<file path="src/rtl/acc_requant_pipe.sv">
// Requantizes 2-column signed 32-bit accumulator sums to int8 (ReLU, scale, rounding shift,
// zero-point, saturate) and buffers them in a first-word-fall-through FIFO toward the buffer writer.
module acc_requant_pipe #(
  parameter int FIFO_DEPTH = 4,
  parameter int CNT_W      = $clog2(FIFO_DEPTH) + 1
) (
  input  logic              clk,
  input  logic              reset,
  input  logic              in_valid,
  input  logic [31:0]       in_col0,
  input  logic [31:0]       in_col1,
  input  logic              relu_en,
  input  logic [15:0]       scale,
  input  logic [4:0]        shift,
  input  logic [7:0]        zero_point,
  output logic              out_valid,
  input  logic              out_ready,
  output logic [7:0]        out_col0,
  output logic [7:0]        out_col1,
  output logic [CNT_W-1:0]  fifo_count,
  output logic              overflow,
  input  logic              clear_overflow
);

  localparam int PTR_W = $clog2(FIFO_DEPTH);

  logic               s1_valid_q, s1_valid_d;
  logic signed [31:0] s1_col0_q, s1_col0_d, s1_col1_q, s1_col1_d;
  logic               s1_relu_q, s1_relu_d;
  logic [15:0]        s1_scale_q, s1_scale_d;
  logic [4:0]         s1_shift_q, s1_shift_d;
  logic [7:0]         s1_zp_q, s1_zp_d;

  logic               s2_valid_q, s2_valid_d;
  logic signed [48:0] s2_p0_q, s2_p0_d, s2_p1_q, s2_p1_d;
  logic [4:0]         s2_shift_q, s2_shift_d;
  logic [7:0]         s2_zp_q, s2_zp_d;

  logic [15:0]        mem_q [FIFO_DEPTH];
  logic [15:0]        mem_d [FIFO_DEPTH];
  logic [PTR_W-1:0]   wr_ptr_q, wr_ptr_d, rd_ptr_q, rd_ptr_d;
  logic [CNT_W-1:0]   count_q, count_d;
  logic               overflow_q, overflow_d;

  logic               full, pop, push, drop;
  logic [7:0]         res0, res1;
  logic signed [31:0] x0, x1;
  logic signed [48:0] scale_ext;

  // Rounding shift (half-up), zero-point add and int8 saturation, done in 50 bits so nothing wraps.
  function automatic logic [7:0] requant(input logic signed [48:0] p,
                                         input logic [4:0] sh,
                                         input logic [7:0] zp);
    logic signed [49:0] rnd, sum, r, q;
    rnd = (sh == 5'd0) ? '0 : (50'sd1 <<< (sh - 5'd1));
    sum = $signed({p[48], p}) + rnd;
    r   = sum >>> sh;
    q   = r + $signed({{42{zp[7]}}, zp});
    if (q > 50'sd127)       requant = 8'h7f;
    else if (q < -50'sd128) requant = 8'h80;
    else                    requant = q[7:0];
  endfunction

  always_comb begin
    s1_valid_d = in_valid;
    s1_col0_d  = s1_col0_q;
    s1_col1_d  = s1_col1_q;
    s1_relu_d  = s1_relu_q;
    s1_scale_d = s1_scale_q;
    s1_shift_d = s1_shift_q;
    s1_zp_d    = s1_zp_q;
    if (in_valid) begin
      s1_col0_d  = in_col0;
      s1_col1_d  = in_col1;
      s1_relu_d  = relu_en;
      s1_scale_d = scale;
      s1_shift_d = shift;
      s1_zp_d    = zero_point;
    end
  end

  // The 49-bit product is exact: |x| < 2^31 and scale < 2^16.
  always_comb begin
    x0         = (s1_relu_q && s1_col0_q[31]) ? '0 : s1_col0_q;
    x1         = (s1_relu_q && s1_col1_q[31]) ? '0 : s1_col1_q;
    scale_ext  = $signed({33'd0, s1_scale_q});
    s2_valid_d = s1_valid_q;
    s2_p0_d    = s2_p0_q;
    s2_p1_d    = s2_p1_q;
    s2_shift_d = s2_shift_q;
    s2_zp_d    = s2_zp_q;
    if (s1_valid_q) begin
      s2_p0_d    = $signed({{17{x0[31]}}, x0}) * scale_ext;
      s2_p1_d    = $signed({{17{x1[31]}}, x1}) * scale_ext;
      s2_shift_d = s1_shift_q;
      s2_zp_d    = s1_zp_q;
    end
  end

  // A pop in the same cycle frees the slot, so a push into a full FIFO is only dropped without one.
  always_comb begin
    res0       = requant(s2_p0_q, s2_shift_q, s2_zp_q);
    res1       = requant(s2_p1_q, s2_shift_q, s2_zp_q);
    full       = (count_q == CNT_W'(FIFO_DEPTH));
    pop        = out_valid && out_ready;
    push       = s2_valid_q && (!full || pop);
    drop       = s2_valid_q && full && !pop;
    mem_d      = mem_q;
    wr_ptr_d   = wr_ptr_q;
    rd_ptr_d   = rd_ptr_q;
    count_d    = count_q;
    if (push) begin
      mem_d[wr_ptr_q] = {res1, res0};
      wr_ptr_d        = wr_ptr_q + PTR_W'(1);
    end
    if (pop) rd_ptr_d = rd_ptr_q + PTR_W'(1);
    if (push && !pop)      count_d = count_q + CNT_W'(1);
    else if (pop && !push) count_d = count_q - CNT_W'(1);
    if (drop)                overflow_d = 1'b1;
    else if (clear_overflow) overflow_d = 1'b0;
    else                     overflow_d = overflow_q;
  end

  always_ff @(posedge clk) begin
    if (reset) begin
      s1_valid_q <= 1'b0;
      s2_valid_q <= 1'b0;
      wr_ptr_q   <= '0;
      rd_ptr_q   <= '0;
      count_q    <= '0;
      overflow_q <= 1'b0;
    end else begin
      s1_valid_q <= s1_valid_d;
      s2_valid_q <= s2_valid_d;
      wr_ptr_q   <= wr_ptr_d;
      rd_ptr_q   <= rd_ptr_d;
      count_q    <= count_d;
      overflow_q <= overflow_d;
    end
  end

  // Datapath and storage need no reset; the valids and count gate everything they hold.
  always_ff @(posedge clk) begin
    s1_col0_q  <= s1_col0_d;
    s1_col1_q  <= s1_col1_d;
    s1_relu_q  <= s1_relu_d;
    s1_scale_q <= s1_scale_d;
    s1_shift_q <= s1_shift_d;
    s1_zp_q    <= s1_zp_d;
    s2_p0_q    <= s2_p0_d;
    s2_p1_q    <= s2_p1_d;
    s2_shift_q <= s2_shift_d;
    s2_zp_q    <= s2_zp_d;
    mem_q      <= mem_d;
  end

  assign out_valid  = (count_q != '0);
  assign out_col0   = out_valid ? mem_q[rd_ptr_q][7:0]  : 8'd0;
  assign out_col1   = out_valid ? mem_q[rd_ptr_q][15:8] : 8'd0;
  assign fifo_count = count_q;
  assign overflow   = overflow_q;

endmodule

</file>
<file path="config.mk">
export PLATFORM = sky130hd
export DESIGN_NAME = acc_requant_pipe
export DESIGN_NICKNAME = d
export VERILOG_FILES = /design/src/rtl/acc_requant_pipe.sv
export SDC_FILE = /design/constraint.sdc
export NUM_CORES = 2
export LEC_CHECK = 0
export BUFFER_PORTS_ARGS = -buffer_cell sky130_fd_sc_hd__buf_2
export CAP_MARGIN = 20
export CORE_UTILIZATION = 60
export CTS_CLUSTER_DIAMETER = 40
export DETAILED_ROUTE_END_ITERATION = 16
export MAX_ROUTING_LAYER = met4
export PLACE_DENSITY = 0.77
export SYNTH_ARGS = -nofsm -noshare
export SYNTH_HDL_FRONTEND = slang
export SYNTH_SLANG_ARGS = --single-unit
</file>
<file path="constraint.sdc">
create_clock -name clk -period 10.4 [get_ports clk]
set_clock_uncertainty 0.2 [all_clocks]
set_input_delay 1.04 -clock clk [delete_from_list [all_inputs] [get_ports clk]]
set_output_delay 1.04 -clock clk [all_outputs]
set_load 0.03 [all_outputs]
</file>
==> metrics.md <==
| Metric | Value |
|---|---|
| Status | finished, violations left |
| Violated checks | design-rule violations |
| Min-delay src | s1_zp_q[6] |
| HPWL Detailed | 160000 um |
| Worst Reg2Reg Path Length in Cells | 32 |
| Port buffer count | 119 |
| Cell chosen for the clock root | clkbuf_16 |
| Largest net degree at the start of global routing | 94 |
| Synth warn | 0 |
| Yosys cell types | 117 |
| Least-Margin Pin Slew | 1.10 ns |
| Gr usage total | 38.7% |
| Residual DRC | 12 |
| Setup CP Type | register to register |
| Fin crit period | 10.04 ns |
| Simple-gate area share of the yosys netlist | 17.5% |
| ANT nets after route | 0 |
| TNS Setup | 0 ns |
| Total routed wirelength | 201000 um |
| H-tree depth | 2 |
| R2r startpoint | s2_shift_q[3] |
| Fmax achieved | 99.6 MHz |
| Largest family of logic cells by synthesized area | adder cells |
| Most used DFF post-synth | edfxtp_1 |
| Vias post-DR | 54500 |
| Starting Density | 60.7% |
| Fin. Hold Viols | 0 |
| Vias in the first global route | 55500 |
| Slew Limit Fails | 0 |
| Layout area overhead | 5.97% |
| First-pass GRT wire length | 313000 um |
| Die span in y | 329 um |
| Chip Width | 329 um |
| Num CTS Buffers | 51 |
| Mean area per synthesized cell | 8.78 um2 |
| Boundary Pins | 120 |
| Slowest-stage cell, CP | edfxtp_1 |
| Core area | 0.106 mm2 |
| Router iterations before antenna repair | 14 |
| Most frequent CP cell | a21oi_1 |
| Design area | 0.0679 mm2 |
| Antenna violations before repair | 9 |
| Synth Instances | 7301 |
| Fraction of registers with async set or reset after synthesis | 0% |
| Reg2reg setup slack | 0.36 ns |
| Commonest cells after routing, fill and taps aside | inv_1, fa_1, nand2_1 |
| Area post-placement | 0.0660 mm2 |
| Avg Vias per Cell | 6.30 |
| Later-pin clock latency in the skew report | 0.65 ns |
| Sink Count | 279 |
| Layout cells sized above 1 | 8.02% |
| Critical path required time | 10.56 ns |
| Max stage delay on crit path | 0.63 ns |
| Xor/xnor share of the synthesized area | 4.25% |
| DIE AREA | 0.108 mm2 |
| #FFs+latches synth | 279 |
| Final period utilization | 96.5% |
| Endpoints failing setup | 0 |
| CTS max path bufs | 3 |
| Critical Path Source Type | register |
| Worst setup startpoint | s2_shift_q[3] |
| Reg2reg end | mem_q[41] |
| Slew headroom | 26.9% |
| Seq/Total Area, Yosys | 12.9% |
| DR WL/cell | 23.2 um |
| Most common cell after layout, fill and taps aside | inv_1 |
| Post-Syn Area | 0.0641 mm2 |
| Number of synthesized flops with an enable pin | 269 |
| Worst setup path endpoint | mem_q[41] |
| Worst endpoint data arrival time | 10.19 ns |
| FP Rows | 119 |
| Overflow after GRT | 0 |
| Reg clk slew, reported paths | 0.06 ns |
| GP Congestion | 1.08 |
| Mux contribution to synthesized area | 4.40% |
| Synth Area in Adders | 38.2% |
| CTS tree | done |
| # nets final | 8663 |
| Initial DRC count | 5640 |
| MaxCap Viol Count | 0 |
| Tightest Hold Check Type | register to register |
| Crit. End Element | register |
| Post-synthesis compound-gate area fraction | 13.4% |
| CP Max Fanout | 13 |
-- metal layers --
metal  vias up  track usage, %  part of all wire [%]
met3       671            8.65                    10
met1     26600            48.5                    39
met4         0            19.8                   6.1
met2      3021            58.8                    45
li1      24100               -                     -
met5         -               -                     0
-- logic make-up (layout without fill, tap and decap cells) --
logic type                 after synthesis  count (layout)
muxes                                  215             215
adders and majority gates             1372            1372
AOI/OAI and AO/OA                     1277            1277
other                                    1              15
and+or+nand+nor                       2278            2278
DFF                                    279             279
buffers and inverters                 1568            1511
xor gates and xnor gates               311             311
-- synthesized netlist by cell type (all sizes together), types with 55 or more instances --
library cell / count / area (um2)
a21oi: 325 / 1630
inv: 1139 / 4280
fa: 983 / 19700
ha: 375 / 4690
edfxtp: 269 / 8080
xor2: 88 / 771
nand2: 933 / 3500
nand3: 110 / 561
and2: 134 / 838
nor2: 303 / 1170
clkbuf: 378 / 1420
a21o: 136 / 1020
nand4: 55 / 344
a211oi: 60 / 465
xnor2: 223 / 1950
o21ai: 255 / 1280
mux2i: 113 / 1130
and3: 428 / 2680
nor3: 75 / 380
-- repair_timing --
action                     in CTS  in global routing
buffers inserted                0                  5
resized for setup               0                 12
hold buffers                    0                  0
setup endpoints to repair       0                 56
-- registers in the layout (all words and copies together) (netlist names) --
signal / cells
s1_zp_q: 8
s1_relu_q: 1
s1_scale_q: 16
s2_p1_q: 49
rd_ptr_q: 2
overflow: 1
s1_shift_q: 5
s2_valid_q: 1
mem_q: 64
s1_valid_q: 1
s2_p0_q: 49
s2_zp_q: 8
s1_col0_q: 32
wr_ptr_q: 2
s1_col1_q: 32
fifo_count: 3
s2_shift_q: 5
-- worst min-delay path by stage --
stage	to	slack, ns	cells after the start
after floorplan	s2_shift_q[0]	0.20	0
after global placement	s2_zp_q[5]	0.20	0
after detailed placement	s2_zp_q[6]	0.21	0
after CTS	s2_zp_q[6]	0.23	0
after global routing	s2_zp_q[6]	0.24	0
final	s2_zp_q[6]	0.23	0
-- critical path: cells and delay by family (launching register included) --
family / cells / cell delay, ns
AOI/OAI and AO/OA: 19 / 5.35
and+or+nand+nor: 6 / 1.39
muxes: 2 / 0.84
adders and majority gates: 2 / 0.83
DFF: 1 / 0.63
buffers and inverters: 2 / 0.24
xor gates and xnor gates: 1 / 0.24
-- cell type report --
type	count	area, um2
clock buffers	52	1280
well taps	1391	1740
diodes	13	32.5
fillers	8781	37600
repair buffers	278	1870
clock inverters	40	474
inverters	1141	4280
flip-flops and latches	279	8280
multi-input cells	5455	50000
-- per-stage QoR --
| step | setup WS (ns) | cells | util [%] | hold WS (ns) |
|---|---|---|---|---|
| after detailed placement | 0.433 | 8539 | 62.5 | 0.205 |
| final | 0.365 | 8649 | 64.3 | 0.227 |
| after global placement | 0.672 | 8538 | 62.5 | 0.203 |
| after global routing | -0.00372 | 8645 | 64.3 | 0.237 |
| after floorplan | 1.01 | 7302 | - | 0.200 |
| after CTS | 0.368 | 8631 | 64.2 | 0.226 |
Power is not shown: default switching activity piles up to over one toggle a cycle in this logic, so the estimate is an artifact.
